## src/rtl/wb_pkg.sv

```systemverilog
// Shared Wishbone slave definitions: transfer-phase states and the byte-lane
// merge used when a masked write lands in a register.
package wb_pkg;

  typedef enum logic [1:0] {
    IDLE               = 2'd0,
    PROCESS            = 2'd1,
    WAIT_FOR_PHASE_END = 2'd2
  } state_t;

  localparam int MERGE_WIDTH = 64;

  // laneBits is the lane select expanded to one bit per data bit; mask marks writable bits.
  function automatic logic [MERGE_WIDTH-1:0] merge_lanes(
    input logic [MERGE_WIDTH-1:0] oldVal,
    input logic [MERGE_WIDTH-1:0] newVal,
    input logic [MERGE_WIDTH-1:0] laneBits,
    input logic [MERGE_WIDTH-1:0] mask
  );
    return (oldVal & ~(laneBits & mask)) | (newVal & laneBits & mask);
  endfunction

endpackage

```

## src/rtl/wb_slave_regfile_if.sv

```systemverilog
// Wishbone B4 classic bus bundle; signal names follow the slave's point of view.
interface wb_if #(
  parameter int ADDR_WIDTH = 16,
  parameter int DATA_WIDTH = 32,
  parameter int SEL_WIDTH  = 4
) ();

  logic [ADDR_WIDTH-1:0] adr_i;
  logic [DATA_WIDTH-1:0] dat_i;
  logic [DATA_WIDTH-1:0] dat_o;
  logic [SEL_WIDTH-1:0]  sel_i;
  logic                  we_i;
  logic                  stb_i;
  logic                  cyc_i;
  logic                  ack_o;
  logic                  err_o;

  modport master (
    output adr_i, dat_i, sel_i, we_i, stb_i, cyc_i,
    input  dat_o, ack_o, err_o
  );

  modport slave (
    input  adr_i, dat_i, sel_i, we_i, stb_i, cyc_i,
    output dat_o, ack_o, err_o
  );

endinterface

```

## src/rtl/wb_slave_regfile.sv

```systemverilog
// Generic Wishbone control/status register file: masked byte-lane writes, lane-gated
// reads, error termination on out-of-range addresses, parallel export of every register.
module wb_slave_regfile
  import wb_pkg::*;
#(
  parameter int ADDR_WIDTH = 16,
  parameter int DATA_WIDTH = 32,
  parameter int GRANULE    = 8,
  parameter int NUM_REGS   = 8,
  parameter logic [NUM_REGS*DATA_WIDTH-1:0] RESET_VALUE = '0,
  parameter logic [NUM_REGS*DATA_WIDTH-1:0] WRITE_MASK  = '1
) (
  input  logic                           clk_i,
  input  logic                           rst_i,
  wb_if.slave                            wb,
  output logic [NUM_REGS*DATA_WIDTH-1:0] regs_o,
  output logic [NUM_REGS-1:0]            wr_pulse_o
);

  localparam int SEL_WIDTH = DATA_WIDTH / GRANULE;
  localparam int OFS_BITS  = $clog2(SEL_WIDTH);
  localparam int IDX_BITS  = (NUM_REGS > 1) ? $clog2(NUM_REGS) : 1;
  localparam int IDXF_W    = ADDR_WIDTH - OFS_BITS;

  state_t r_state;
  state_t w_nextState;

  logic                  r_ack;
  logic                  r_err;
  logic [DATA_WIDTH-1:0] r_dat;
  logic [NUM_REGS-1:0]   r_pulse;
  logic [DATA_WIDTH-1:0] r_regs [NUM_REGS];

  logic                   w_cycStb;
  logic [IDXF_W-1:0]      w_idxFull;
  logic [IDX_BITS-1:0]    w_idx;
  logic                   w_valid;
  logic [DATA_WIDTH-1:0]  w_bitSel;
  logic [DATA_WIDTH-1:0]  w_curReg;
  logic [DATA_WIDTH-1:0]  w_curMask;
  logic [MERGE_WIDTH-1:0] w_mergeFull;
  logic [DATA_WIDTH-1:0]  w_merged;
  logic                   w_ackNext;
  logic                   w_errNext;
  logic [DATA_WIDTH-1:0]  w_datNext;
  logic [NUM_REGS-1:0]    w_pulseNext;
  logic                   w_regWrEn;
  logic                   w_unusedAdr;
  logic                   w_unused;

  assign w_cycStb  = wb.cyc_i & wb.stb_i;
  assign w_idxFull = wb.adr_i[ADDR_WIDTH-1:OFS_BITS];
  assign w_valid   = w_idxFull < IDXF_W'(NUM_REGS);
  assign w_idx     = w_idxFull[IDX_BITS-1:0];

  if (OFS_BITS > 0) begin : g_adrLow
    assign w_unusedAdr = ^wb.adr_i[OFS_BITS-1:0];
  end else begin : g_noAdrLow
    assign w_unusedAdr = 1'b0;
  end

  for (genvar l = 0; l < SEL_WIDTH; l++) begin : g_lane
    assign w_bitSel[l*GRANULE +: GRANULE] = {GRANULE{wb.sel_i[l]}};
  end

  always_comb begin
    w_curReg  = '0;
    w_curMask = '0;
    for (int k = 0; k < NUM_REGS; k++) begin
      if (w_idx == IDX_BITS'(k)) begin
        w_curReg  = r_regs[k];
        w_curMask = WRITE_MASK[k*DATA_WIDTH +: DATA_WIDTH];
      end
    end
  end

  assign w_mergeFull = merge_lanes(MERGE_WIDTH'(w_curReg), MERGE_WIDTH'(wb.dat_i),
                                   MERGE_WIDTH'(w_bitSel), MERGE_WIDTH'(w_curMask));
  assign w_merged    = w_mergeFull[DATA_WIDTH-1:0];
  assign w_unused    = ^{w_unusedAdr, w_mergeFull};

  always_ff @(posedge clk_i or posedge rst_i) begin
    if (rst_i) r_state <= IDLE;
    else       r_state <= w_nextState;
  end

  always_comb begin
    w_nextState = r_state;
    case (r_state)
      IDLE:               if (w_cycStb) w_nextState = PROCESS;
      PROCESS:            w_nextState = w_cycStb ? WAIT_FOR_PHASE_END : IDLE;
      WAIT_FOR_PHASE_END: if (!w_cycStb) w_nextState = IDLE;
      default:            w_nextState = IDLE;
    endcase
  end

  // ack/err/dat_o hold through the wait phase; the write pulse is rebuilt every cycle.
  always_comb begin
    w_ackNext   = r_ack;
    w_errNext   = r_err;
    w_datNext   = r_dat;
    w_pulseNext = '0;
    w_regWrEn   = 1'b0;
    case (r_state)
      PROCESS: begin
        if (w_cycStb) begin
          if (w_valid) begin
            w_ackNext = 1'b1;
            w_errNext = 1'b0;
            if (wb.we_i) begin
              w_datNext = '0;
              w_regWrEn = |wb.sel_i;
              if (|wb.sel_i) w_pulseNext = NUM_REGS'(1) << w_idx;
            end else begin
              w_datNext = w_curReg & w_bitSel;
            end
          end else begin
            w_ackNext = 1'b0;
            w_errNext = 1'b1;
            w_datNext = '0;
          end
        end
      end
      WAIT_FOR_PHASE_END: begin
        if (!w_cycStb) begin
          w_ackNext = 1'b0;
          w_errNext = 1'b0;
        end
      end
      default: begin
        w_ackNext = 1'b0;
        w_errNext = 1'b0;
      end
    endcase
  end

  always_ff @(posedge clk_i or posedge rst_i) begin
    if (rst_i) begin
      r_ack   <= 1'b0;
      r_err   <= 1'b0;
      r_dat   <= '0;
      r_pulse <= '0;
    end else begin
      r_ack   <= w_ackNext;
      r_err   <= w_errNext;
      r_dat   <= w_datNext;
      r_pulse <= w_pulseNext;
    end
  end

  always_ff @(posedge clk_i or posedge rst_i) begin
    if (rst_i) begin
      for (int k = 0; k < NUM_REGS; k++) r_regs[k] <= RESET_VALUE[k*DATA_WIDTH +: DATA_WIDTH];
    end else begin
      for (int k = 0; k < NUM_REGS; k++) begin
        if (w_regWrEn && (w_idx == IDX_BITS'(k))) r_regs[k] <= w_merged;
      end
    end
  end

  for (genvar k = 0; k < NUM_REGS; k++) begin : g_export
    assign regs_o[k*DATA_WIDTH +: DATA_WIDTH] = r_regs[k];
  end

  assign wr_pulse_o = r_pulse;
  assign wb.dat_o   = r_dat;
  assign wb.ack_o   = w_cycStb & r_ack;
  assign wb.err_o   = w_cycStb & r_err;

endmodule

```

## src/flat_wrapper.sv

```systemverilog
// flat-port wrapper written by rule: the top's interface ports become plain ports
module wb_slave_regfile_flat import wb_pkg::*;
#(
  parameter int ADDR_WIDTH = 16,
  parameter int DATA_WIDTH = 32,
  parameter int GRANULE    = 8,
  parameter int NUM_REGS   = 8,
  parameter logic [NUM_REGS*DATA_WIDTH-1:0] RESET_VALUE = '0,
  parameter logic [NUM_REGS*DATA_WIDTH-1:0] WRITE_MASK  = '1
)
  (clk_i, rst_i, regs_o, wr_pulse_o, wb_adr_i, wb_dat_i, wb_sel_i, wb_we_i, wb_stb_i, wb_cyc_i, wb_dat_o, wb_ack_o, wb_err_o);
  wb_if #(.ADDR_WIDTH(ADDR_WIDTH), .DATA_WIDTH(DATA_WIDTH), .SEL_WIDTH((4))) wb_i ();
  input  logic clk_i;
  input  logic rst_i;
  output logic [NUM_REGS*DATA_WIDTH-1:0] regs_o;
  output logic [NUM_REGS-1:0] wr_pulse_o;
  input wire logic [$bits(wb_i.adr_i)-1:0] wb_adr_i;
  input wire logic [$bits(wb_i.dat_i)-1:0] wb_dat_i;
  input wire logic [$bits(wb_i.sel_i)-1:0] wb_sel_i;
  input wire logic [$bits(wb_i.we_i)-1:0] wb_we_i;
  input wire logic [$bits(wb_i.stb_i)-1:0] wb_stb_i;
  input wire logic [$bits(wb_i.cyc_i)-1:0] wb_cyc_i;
  output wire logic [$bits(wb_i.dat_o)-1:0] wb_dat_o;
  output wire logic [$bits(wb_i.ack_o)-1:0] wb_ack_o;
  output wire logic [$bits(wb_i.err_o)-1:0] wb_err_o;
  assign wb_i.adr_i = wb_adr_i;
  assign wb_i.dat_i = wb_dat_i;
  assign wb_i.sel_i = wb_sel_i;
  assign wb_i.we_i = wb_we_i;
  assign wb_i.stb_i = wb_stb_i;
  assign wb_i.cyc_i = wb_cyc_i;
  assign wb_dat_o = wb_i.dat_o;
  assign wb_ack_o = wb_i.ack_o;
  assign wb_err_o = wb_i.err_o;
  wb_slave_regfile #(.ADDR_WIDTH(ADDR_WIDTH), .DATA_WIDTH(DATA_WIDTH), .GRANULE(GRANULE), .NUM_REGS(NUM_REGS), .RESET_VALUE(RESET_VALUE), .WRITE_MASK(WRITE_MASK)) u_core (.clk_i(clk_i), .rst_i(rst_i), .wb(wb_i), .regs_o(regs_o), .wr_pulse_o(wr_pulse_o));
endmodule
```

## config.mk

```make
export PLATFORM = sky130hd
export DESIGN_NAME = wb_slave_regfile_flat
export DESIGN_NICKNAME = d
export VERILOG_FILES = /design/src/rtl/wb_pkg.sv /design/src/rtl/wb_slave_regfile_if.sv /design/src/rtl/wb_slave_regfile.sv /design/src/flat_wrapper.sv
export SDC_FILE = /design/constraint.sdc
export NUM_CORES = 1
export LEC_CHECK = 0
export BUFFER_PORTS_ARGS = -buffer_cell sky130_fd_sc_hd__buf_2
export CAP_MARGIN = 0
export CORE_MARGIN = 2
export CORE_UTILIZATION = 48
export DETAILED_ROUTE_END_ITERATION = 10
export PLACE_DENSITY_LB_ADDON = 0.1
export SYNTH_ARGS = -nofsm -noshare
export SYNTH_HDL_FRONTEND = slang
export SYNTH_SLANG_ARGS = --single-unit
```

## constraint.sdc

```tcl
create_clock -name clk_i -period 13.43 [get_ports clk_i]
set_clock_uncertainty 0.05 [all_clocks]
set_input_delay 1.343 -clock clk_i [delete_from_list [all_inputs] [get_ports clk_i]]
set_output_delay 1.343 -clock clk_i [all_outputs]
set_load 0.01 [all_outputs]
```

Word-level counts from Yosys, hierarchy flattened
Cells that the tools add are included.
Storage, ports and cells
  word-level logic and storage cells: 89
  register bits: 300
Operators by class
  equality and inequality tests: 12
  muxes and demuxes: 38
  shift operators: 1
  bitwise gates (word level): 10
  reductions and logical operators: 14
  order comparisons: 1
Operator list (count)
  2-to-1 mux 32 bit: 18
  bitwise AND 32 bit: 5
  2-to-1 mux 8 bit: 5
  NOT 32 bit: 1
  bitwise OR 32 bit: 1
  less-than comparator 14 x 4 -> 1 bit (second input constant): 1
  == test 3 bit (second input constant): 4
  2-to-1 mux 1 bit: 9
  logical AND 1 bit: 8
  left shift 1 x 3 -> 8 bit (first input constant): 1
  == test 3 x 2 -> 1 bit (second input constant): 2
  2-to-1 mux 2 bit: 3
  one-hot mux 2 bit (3 select lines): 1
  AND reduction 2 bit: 3
  != test 2 x 1 -> 1 bit (second input constant): 2
  one-hot mux 1 bit (2 select lines): 2
  OR reduction 4 bit: 1
  bitwise AND 1 bit: 3
  == test 3 x 1 -> 1 bit (second input constant): 1
  zero test 3 bit: 1
  == test 2 x 1 -> 1 bit (second input constant): 1
  == test 2 bit (second input constant): 1
  zero test 2 bit: 1
  != test 2 bit (second input constant): 1

Longest topological paths before layout
Gate-level depths: netlist of the first run.
  depth after elaboration: 13
  depth in mapped cells: 9

Least setup slack after synthesis of the first run
No wires, ideal clock.
  path kind: input-to-reg
  start: in wb_adr_i[12]
  end: reg u_core.r_regs (netlist bit u_core.regs_o[200])
  buffers on the path: 0
  library setup time: 125 ps
  setup slack: 10455 ps
  stages on the path: 5
  arrival time: 2801 ps
  data required time: 13255 ps
  cell sequence: nor4_4 -> nand3_1 -> or4_4 -> clkinv_1 -> mux2_2
On the way
  longest elaborated chain between the ends: 5
RTL lines
  from (decl): line flat_wrapper.sv:17  | input wire logic [$bits(wb_i.adr_i)-1:0] wb_adr_i;
  less-than comparator 14 x 4 -> 1 bit: line wb_slave_regfile.sv:53  | assign w_valid = w_idxFull < IDXF_W'(NUM_REGS);
  2-to-1 mux 1 bit: line wb_slave_regfile.sv:107  | if (w_valid) begin
  2-to-1 mux 1 bit: line wb_slave_regfile.sv:106  | if (w_cycStb) begin
  2-to-1 mux 1 bit: line wb_slave_regfile.sv:104  | case (r_state)
  logical AND 1 bit: line wb_slave_regfile.sv:156  | if (w_regWrEn && (w_idx == IDX_BITS'(k))) r_regs[k] <= w_merged;
  to (signal, indexed assignment): line wb_slave_regfile.sv:156
  to (decl): line wb_slave_regfile.sv:32  | logic [DATA_WIDTH-1:0] r_regs [NUM_REGS];
Every way passes these cells.
A chain may end at the register's enable or synchronous reset.

Worst setup path in the final report of the first run
  start: in wb_adr_i[3]
  end: reg u_core.r_regs (netlist bit u_core.regs_o[250])
On the way
  longest elaborated chain between the ends: 13
RTL lines
  zero test 3 bit: line wb_slave_regfile.sv:70  | if (w_idx == IDX_BITS'(k)) begin
  2-to-1 mux 32 bit (8 in a row): line wb_slave_regfile.sv:70
  bitwise AND 32 bit: line wb_pkg.sv:20  | return (oldVal & ~(laneBits & mask)) | (newVal & laneBits & mask);
  NOT 32 bit: line wb_pkg.sv:20
  bitwise AND 32 bit: line wb_pkg.sv:20
  bitwise OR 32 bit: line wb_pkg.sv:20
Parallel ways exist; a longest one is shown, timed or not.

==> flow_summary.ini, run 1 <==
[run_status]
outcome = complete, no violations

[sta]
hold_ws_ns = 0.4458
finalSetupTns_ns = 0
slew_headroom_pct = 32.70
final-hold-violation-count = 0
drv_slew = 0
max_slew.worst_pin.slew_ns = 1.002
timing.final.crit_share_pct = 31.43
post-route-worst-setup-slack_ns = 9.209
setup_viol = 0
min_period_ns = 4.221
fmax_mhz = 236.9
rsz0062_at_grt = no

[run]
cap_violations = 0

[clocking]
cts_tree = built
cts_sinks = 300
clk_latency_ns = 0.51
cts_resized = 0
htreeDepth = 2
postCtsHoldBufs = 0
clk_pin_slew_ns = 0.06
cts_setup_buffers = 0
cts_buffers = 34
cts_root_buf = clkbuf_16
clk_path_buf_depth = 3

[critical_path]
cp-endpoint = u_core.regs_o[250]
path_cells = buf_4 -> buf_4 -> nand3_1 -> or3_2 -> buf_4 -> inv_1 -> nand2_1 -> o21ai_0
rrSetupSlack_ns = 10.63
cpPeakStageDelay_ns = 0.80
timing.rr.start = u_core.r_state[1]
r2r_cells = 7
startpoint_type = primary input
crit_fanout = 47
path_class = primary input to register
cpMostUsedCell = buf_4
startpoint = wb_adr_i[3]
cpMaxStageDelayCell = or3_2
crit_arrival_ns = 4.60
required_ns = 13.81
reg2reg_to = u_core.regs_o[250]
end_kind = register

[detailed_routing]
dr_total_vias = 11200
ant_nets = 0
wl_per_cell_um = 21.91
top_layer_used = met5
drc_errors = 0
drt-initial-drc-count = 1016
firstDrtPassIters = 5
met1_length_um = 18820
wl_met3_um = 3545
wl_met2_um = 20080
via_per_inst = 5.620
wirelength_um = 43670

[synthesis]
synth-main-ff-cell = dfrtp_1
syn_nets = 1340
syn_inst = 1283
yosys.area_share.simple_pct = 13.76
synth_top_family_by_area = compound AO/OA/AOI/OAI gates
avgSynthCellArea_um2 = 10.63
synthMuxAreaShare_pct = 12.95
synth_xor_area_share_pct = 0
synthDistinctLibCells = 47
synth-edff-count = 0
synth_fa_ha_area_share_pct = 0
synth_compound_area_share_pct = 14.05
synth-async-reset-ratio_pct = 100.0
yosysWarnings = 0
synth-seq-cells = 300
ys_seq_area_share_pct = 55.05
syn-cell-area_mm2 = 0.01364

[global_routing]
grt_antenna_before_repair = 2
grt_pass1_vias = 10940
grt_pass1_wl_um = 67600
grt_max_degree = 86
grt.overflow.total = 0
globalRouteTotalUtil_pct = 29.26

[hold_path]
worstHoldStart = u_core.r_state[1]
hold_class = register to register

[placed_design]
portBuffers = 352
dp_hpwl_um = 27880
dp_slack_ns = 8.736
postPlaceCellArea_mm2 = 0.01547
gp_congestion = 0.8236

[pwr]
powerDensity_mw_per_mm2 = 116.5
design_power_total_uw = 1935
leakagePower_uw = 0.008374
ir_worst_vdd_mv = 0.07470

[cells_and_area]
synthToLayoutAreaGrowth_pct = 21.74
layout_commonest_cell = nand2_1
drive_above_1_share_pct = 32.78
final_cell_mix = nand2_1, buf_2, dfrtp_1
finalInstanceArea_mm2 = 0.01660
final_nets = 1649

[floorplanning]
row_count = 61
io_pins = 355
die_h_um = 172.6
coreArea_mm2 = 0.02786
dieArea_mm2 = 0.02977
start_util_pct = 48.95
die_w_um = 172.6
-- kinds of logic after synthesis --
kind of cell / count (synthesis)
flops: 300
mux: 99
buf+inv: 103
compound gates: 336
simple gates: 445
-- metrics by stage --
| stage | utilization, % | instances |
|---|---|---|
| 2_1_floorplan | - | 1283 |
| 3_3_place_gp | 55.53 | 1934 |
| 3_5_place_dp | 55.53 | 1934 |
| 4_1_cts | 59.58 | 1992 |
| 5_1_grt | 59.58 | 1992 |
| 6_report | 59.59 | 1993 |
-- area by class of cell --
cell class / count / area (µm²)
diodes: 1 / 2.502
clock buffers: 50 / 1065
clock inverters: 8 / 65.06
fillers: 2411 / 11260
inverters: 8 / 37.54
multi-input cells: 880 / 5564
flip-flops and latches: 300 / 7507
well taps: 378 / 473.0
repair buffers: 368 / 1887
-- metal layers --
layer,up-vias,GRT usage [%]
li1,5100,-
met1,5552,41.42
met4,2,8.868
met3,73,6.574
met5,-,0
met2,474,45.47
-- where the power goes --
group          switching, µW  internal (µW)  total [µW]
Combinational           70.0           27.6        97.6
Clock                    366            566         932
Sequential             0.422            904         905
Total                    436           1500        1930
-- sequential cells by signal, indices dropped and copies added, names as in the netlist --
| name | cells |
|---|---|
| u_core.r_err | 1 |
| u_core.r_ack | 1 |
| u_core.regs_o | 256 |
| u_core.wb.dat_o | 32 |
| u_core.r_state | 2 |
| u_core.wr_pulse_o | 8 |
-- Yosys cell counts, types with 3 or more instances --
library cell  instances  area [µm²]
or3_1                 5       31.28
mux2i_2              20       275.3
a22o_1               27       236.5
a21oi_1              14       70.07
mux4_2               51        1149
and2_1                3       18.77
mux2_2                5       56.30
nand2b_1             16       100.1
a211oi_2              6       75.07
o21ai_1              85       425.4
mux2i_4               4       90.09
dfrtp_1             300        7507
mux2i_1              15       150.1
nor3_1               14       70.07
a2bb2oi_1             7       61.31
o2bb2ai_1             6       52.55
o211ai_1              6       45.04
clkinv_1              4       15.01
nand2_1             380        1426
clkbuf_1             34       127.6
buf_1                 5       18.77
buf_6                14       157.7
or2_2                 4       25.02
mux2_1                4       45.04
inv_1                 4       15.01
o21ai_0             177       885.9
or3b_2                4       35.03
buf_2                31       155.2
buf_4                11       82.58
nor2_1                3       11.26
-- how the worst min path moves through the flow --
stage	to	slack, ns	depth (start not counted)
after floorplan	u_core.r_state[0]	0.40	1
after global placement	u_core.wb.dat_o[11]	0.41	2
after detailed placement	u_core.wb.dat_o[11]	0.43	2
after CTS	u_core.wb.dat_o[11]	0.45	2
after global routing	u_core.r_state[0]	0.46	1
final	u_core.r_state[0]	0.45	1
-- critical path, delay by kind of cell --
kind	cells	cell delay (ns)
buffers and inverters	4	2.01
AO/OA/AOI/OAI	1	0.14
AND/OR/NAND/NOR	3	1.06
No activity file was read; power rests on OpenSTA's default activity.
==> run 2: changes to the inputs <==
--- a/config.mk
+++ b/config.mk
@@ -5,6 +5,7 @@
 export SDC_FILE = /design/constraint.sdc
 export NUM_CORES = 1
 export LEC_CHECK = 0
+export ABC_AREA = 1
 export BUFFER_PORTS_ARGS = -buffer_cell sky130_fd_sc_hd__buf_2
 export CAP_MARGIN = 0
 export CORE_MARGIN = 2
==> constraint.sdc (replaced) <==
create_clock -name clk_i -period 3.55 [get_ports clk_i]
set_clock_uncertainty 0.05 [all_clocks]
set_input_delay 0.355 -clock clk_i [delete_from_list [all_inputs] [get_ports clk_i]]
set_output_delay 0.355 -clock clk_i [all_outputs]
set_load 0.01 [all_outputs]
==> run 2 against run 1 <==
Die area rose by 2.4%. Global-route usage rose by 5.0 points. Sequential share of layout area fell by 2.3 points. Register-to-register slack got worse by 9.7 ns. Sequential power rose to 3.8 times the previous value. Critical path type unchanged. Non-clock buffer count rose by 32. Highest routed layer is now met4. Final cell count rose by 30%.
==> flow_summary.ini, run 2 <==
[cells_and_area]
final_cell_mix = nand2_1, buf_2, dfrtp_1
final_nets = 2238
synthToLayoutAreaGrowth_pct = 25.19
largest_reg_flops = 256
drive_above_1_share_pct = 22.26
utilization_pct = 60.95
finalInstanceArea_mm2 = 0.01749
fill_cells = 2656
diodes = 0
layout_commonest_cell = nand2_1

[pwr]
powerDensity_mw_per_mm2 = 422.6
design_power_total_uw = 7393
leakagePower_uw = 0.01040
ir_worst_vdd_mv = 0.2427

[clocking]
clk_path_buf_depth = 3
htreeDepth = 2
cts_buffers = 35
postCtsHoldBufs = 1
clk_latency_ns = 0.51
cts_resized = 0
clk_pin_slew_ns = 0.06
cts_sinks = 300
cts_root_buf = clkbuf_16
cts_setup_buffers = 0
cts_tree = built

[synthesis]
ys_seq_area_share_pct = 53.72
synth_top_area_share_pct = 53.72
syn_nets = 1904
synth-seq-cells = 300
synth.cells.most_frequent = nand2_1, dfrtp_1, nand3_1
yosysWarnings = 0
synthDistinctLibCells = 23
synth-main-ff-cell = dfrtp_1
synth-edff-count = 0
synth_area_leader_cell = dfrtp_1
synth-async-reset-ratio_pct = 100.0
syn_inst = 1847
avgSynthCellArea_um2 = 7.566
synth_most_common_cell = nand2_1
synth_area_leaders = dfrtp_1, nand2_1, nand3_1
syn-cell-area_mm2 = 0.01397

[critical_path]
cp_top_family = buffers and inverters
crit_arrival_ns = 3.02
crit_fanout = 33
cpMaxStageDelayCell = nand2_2
required_ns = 3.89
cpPeakStageDelay_ns = 0.85
path_class = primary input to register
end_kind = register
path_cells = buf_2 -> buf_4 -> inv_2 -> nand3_1 -> buf_4 -> inv_2 -> nand2_2 -> nand2_1 -> nand2_1
startpoint_type = primary input
crit_buf_inv = 5

[sta]
min_period_ns = 2.682
setup_viol = 0
max_slew.worst_pin.slew_ns = 1.062
slew_headroom_pct = 28.97
finalSetupTns_ns = 0
final-hold-violation-count = 0
post-route-worst-setup-slack_ns = 0.8682
rsz0062_at_grt = no
fmax_mhz = 372.9
timing.final.crit_share_pct = 75.54
drv_slew = 0

[placed_design]
gp_congestion = 0.8805
dp_slack_ns = 0.4927
postPlaceCellArea_mm2 = 0.01635
dp_hpwl_um = 34590
portBuffers = 352

[detailed_routing]
wirelength_um = 52840
wl_per_cell_um = 20.40
drt-initial-drc-count = 1392
dr_total_vias = 14370
drc_errors = 0
ant_nets = 0
firstDrtPassIters = 5
via_per_inst = 5.549

[floorplanning]
die_w_um = 174.6
coreArea_mm2 = 0.02870
io_pins = 355
row_count = 62
die_h_um = 174.6
dieArea_mm2 = 0.03049
start_util_pct = 48.69

[global_routing]
grt_pass1_wl_um = 79700
globalRouteTotalUtil_pct = 34.27
grt.overflow.total = 0
grt_antenna_before_repair = 0
grt_max_degree = 108
grt_pass1_vias = 13680

[run]
cap_violations = 0

[run_status]
outcome = complete, no violations

[hold_path]
hold_class = primary input to register
-- run 2: kinds of logic (layout without fill, tap and decap cells) --
| logic type | after synthesis | count (layout) | synth area share [%] |
|---|---|---|---|
| AO/OA/AOI/OAI | 39 | 39 | 1.459 |
| flip-flops | 300 | 300 | 53.72 |
| AND/OR/NAND/NOR | 1338 | 1338 | 39.87 |
| buffers and inverters | 170 | 529 | 4.951 |
-- run 2: path summary, 6_finish.rpt --
| path | depth (start not counted) | slack, ns | to | start |
|---|---|---|---|---|
| max | 9 | 0.87 | u_core.regs_o[210] | wb_adr_i[2] |
| min | 3 | 0.17 | u_core.r_state[0] | wb_stb_i |
| max reg2reg | 9 | 0.92 | u_core.regs_o[210] | u_core.r_state[0] |
| min reg2reg | 1 | 0.41 | u_core.r_state[0] | u_core.r_state[0] |
| max in group asynchronous | 5 | 2.25 | u_core.regs_o[69] | rst_i |
| min in group asynchronous | 3 | 0.31 | u_core.wr_pulse_o[1] | rst_i |
-- run 2: layout make-up --
class,instances,area [µm²],area share [%]
repair buffers,400,2250,12.86
well taps,384,480.5,2.746
clock buffers,53,1066,6.094
inverters,67,256.5,1.466
multi-input cells,1377,5864,33.52
flip-flops and latches,300,7507,42.91
clock inverters,9,70.07,0.4005
-- run 2: where the power goes --
group / switching [µW] / internal, µW
combinational: 316 / 89.8
clock: 1420 / 2140
sequential: 0.898 / 3420
-- run 2: metal layers --
metal	vias to the layer above	routed length, µm	track usage, %
met1	6806	20530	45.39
li1	6516	-	-
met5	-	0	0
met4	0	2652	15.63
met2	881	23560	52.35
met3	169	6096	10.05
-- run 2: stage by stage --
stage                     cells  hold slack, ns
final                      2590          0.1744
after global routing       2590          0.2108
after floorplan            1847          0.3622
after detailed placement   2527          0.2840
after CTS                  2590          0.1529
after global placement     2527          0.2769
-- run 2: worst reg2reg max path, cell delays in order (launching register included) --
cell and delay [ns]:
dfrtp_1 0.35, inv_1 0.06, nor2_1 0.15, inv_1 0.07
nor2_1 0.13, nand2_1 0.12, nor2_2 0.45, nand2_2 0.78
nand2_1 0.28, nand2_1 0.08
==> run 3: changes to the inputs <==
==> constraint.sdc (replaced) <==
create_clock -name clk_i -period 2.4 [get_ports clk_i]
set_clock_uncertainty 0.05 [all_clocks]
set_input_delay 0.24 -clock clk_i [delete_from_list [all_inputs] [get_ports clk_i]]
set_output_delay 0.24 -clock clk_i [all_outputs]
set_load 0.01 [all_outputs]
==> run 3 against run 2 <==
Worst setup slack worse by 0.62 ns. Power is 48% higher. Count of clock-buffer cells in the layout fell by 5. Sequential power increased by 48%. First-iteration DRC count decreased by 7.8%. Clock power rose by 47%. Register-to-register slack got worse by 0.67 ns. Worst hold slack worse by 0.15 ns. Final cell count rose by 1.0%. Combinational power rose by 58%. Critical path depth down 3. Non-clock buffer count increased by 27. Largest power group unchanged.
==> flow_summary.ini, run 3 (same netlist as run 2, synthesis figures left out) <==
[run_status]
outcome = complete, no violations

[critical_path]
critical_path_depth = 6
required_ns = 2.79
path_cells = nor2_1 -> nand3_2 -> buf_12 -> nor2_4 -> nand3_1 -> nand2_1
path_class = register to register
cp_top_family = simple AND/OR/NAND/NOR gates
startpoint = u_core.r_state[1]
cpMaxStageDelayCell = nor2_4
crit_fanout = 32
end_kind = register
startpoint_type = register
cpPeakStageDelay_ns = 0.89
cp-endpoint = u_core.regs_o[154]
reg2reg_to = u_core.regs_o[154]
timing.rr.start = u_core.r_state[1]
crit_buf_inv = 1
r2r_cells = 6
rrSetupSlack_ns = 0.25
crit_arrival_ns = 2.54

[sta]
setup_viol = 0
post-route-worst-setup-slack_ns = 0.2484
fmax_mhz = 464.8
hold_ws_ns = 0.02678
slew_headroom_pct = 20.97
drv_slew = 0
max_slew.worst_pin.slew_ns = 1.183
final-hold-violation-count = 0
rsz0062_at_grt = no
timing.final.crit_share_pct = 89.65
min_period_ns = 2.152

[global_routing]
grt_max_degree = 83
globalRouteTotalUtil_pct = 34.26
grt_pass1_vias = 13650
grt_antenna_before_repair = 1
grt.overflow.total = 0
grt_pass1_wl_um = 79920

[pwr]
ir_worst_vdd_mv = 0.4772
design_power_total_uw = 10950
powerDensity_mw_per_mm2 = 618.2
leakagePower_uw = 0.01054

[placed_design]
dp_slack_ns = 0.04920
dp_cells = 2554
portBuffers = 352
dp_hpwl_um = 35290
gp_congestion = 0.8672

[floorplanning]
start_util_pct = 48.69
row_count = 62
coreArea_mm2 = 0.02870
io_pins = 355
die_w_um = 174.6
dieArea_mm2 = 0.03049
die_h_um = 174.6

[cells_and_area]
final_cell_mix = nand2_1, buf_2, dfrtp_1
layout_commonest_cell = nand2_1
synthToLayoutAreaGrowth_pct = 26.77
fill_cells = 2658
fin_cells = 2616
utilization_pct = 61.72
drive_above_1_share_pct = 23.13
final_nets = 2264
largest_reg_flops = 256

[clocking]
cts_sinks = 300
clk_path_buf_depth = 3
clk_pin_slew_ns = 0.07
cts_buffers = 34
cts_tree = built
htreeDepth = 2
cts_root_buf = clkbuf_16
clk_latency_ns = 0.52

[detailed_routing]
via_per_inst = 5.464
wirelength_um = 52830
firstDrtPassIters = 5
ant_nets = 0
drc_errors = 0
dr_total_vias = 14300
drt-initial-drc-count = 1283
wl_per_cell_um = 20.19

[hold_path]
hold_class = primary input to register

[run]
cap_violations = 0
run 3: cell types whose count changed in the layout (fill, tap and decap cells not counted), sizes merged:
| cell | previous run | this run |
|---|---|---|
| clkinv | 11 | 12 |
| buf | 399 | 426 |
| bufinv | 1 | 2 |
| diode | 0 | 1 |
| clkinvlp | 1 | 2 |
| clkbuf | 53 | 48 |
run 3: per-layer routing:
metal  part of all wire, %  track usage, %  vias up
li1                      -               -     6557
met1                    40           45.92     6783
met2                    45           53.03      807
met3                    10           8.681      148
met4                   4.5           15.03        0
met5                     0               0        -
run 3: layout make-up:
cell class | count | area (µm²) | share of cell area (%)
antenna | 1 | 2.502 | 0.01413
timing repair buffer | 427 | 2490 | 14.05
clock inverter | 12 | 112.6 | 0.6356
tap | 384 | 480.5 | 2.712
inverter | 67 | 256.5 | 1.448
sequential | 300 | 7507 | 42.38
clock buffer | 48 | 997.2 | 5.629
multi-input combinational | 1377 | 5869 | 33.13
run 3: power breakdown:
| part | total (µW) | switching, µW | internal, µW |
|---|---|---|---|
| sequential | 5060 | 1.35 | 5060 |
| combinational | 641 | 476 | 165 |
| clock | 5250 | 2130 | 3120 |
run 3: how the worst min path moves through the flow:
stage	start	endpoint	slack (ns)	cells past startpoint
after floorplan	u_core.r_state[0]	u_core.r_state[0]	0.36	1
after CTS	wb_stb_i	u_core.r_state[0]	0.02	3
after detailed placement	rst_i	u_core.regs_o[220]	0.20	2
after global placement	rst_i	u_core.regs_o[220]	0.20	2
final	wb_stb_i	u_core.r_state[0]	0.03	3
after global routing	wb_cyc_i	u_core.r_state[0]	0.06	3
run 3: worst reg2reg max path, delay by kind of cell, from the launching register on:
kind | cells | cell delay (ns)
buf+inv | 1 | 0.17
flops | 1 | 0.40
simple gates | 5 | 1.46
run 3: what timing repair did:
item                       4_1_cts  5_1_grt
hold buffers                     1        0
setup endpoints to repair        0       47
buffers inserted                 0        0
hold endpoints to repair        25        0
resized for setup                0        1
run 3: metrics by stage:
| step | TNS (ns) | cell area [µm²] |
|---|---|---|
| after floorplan | -563.12 | 13980 |
| after global placement | 0 | 16590 |
| after detailed placement | 0 | 16590 |
| after CTS | 0 | 17710 |
| after global routing | 0 | 17710 |
| final | 0 | 17720 |
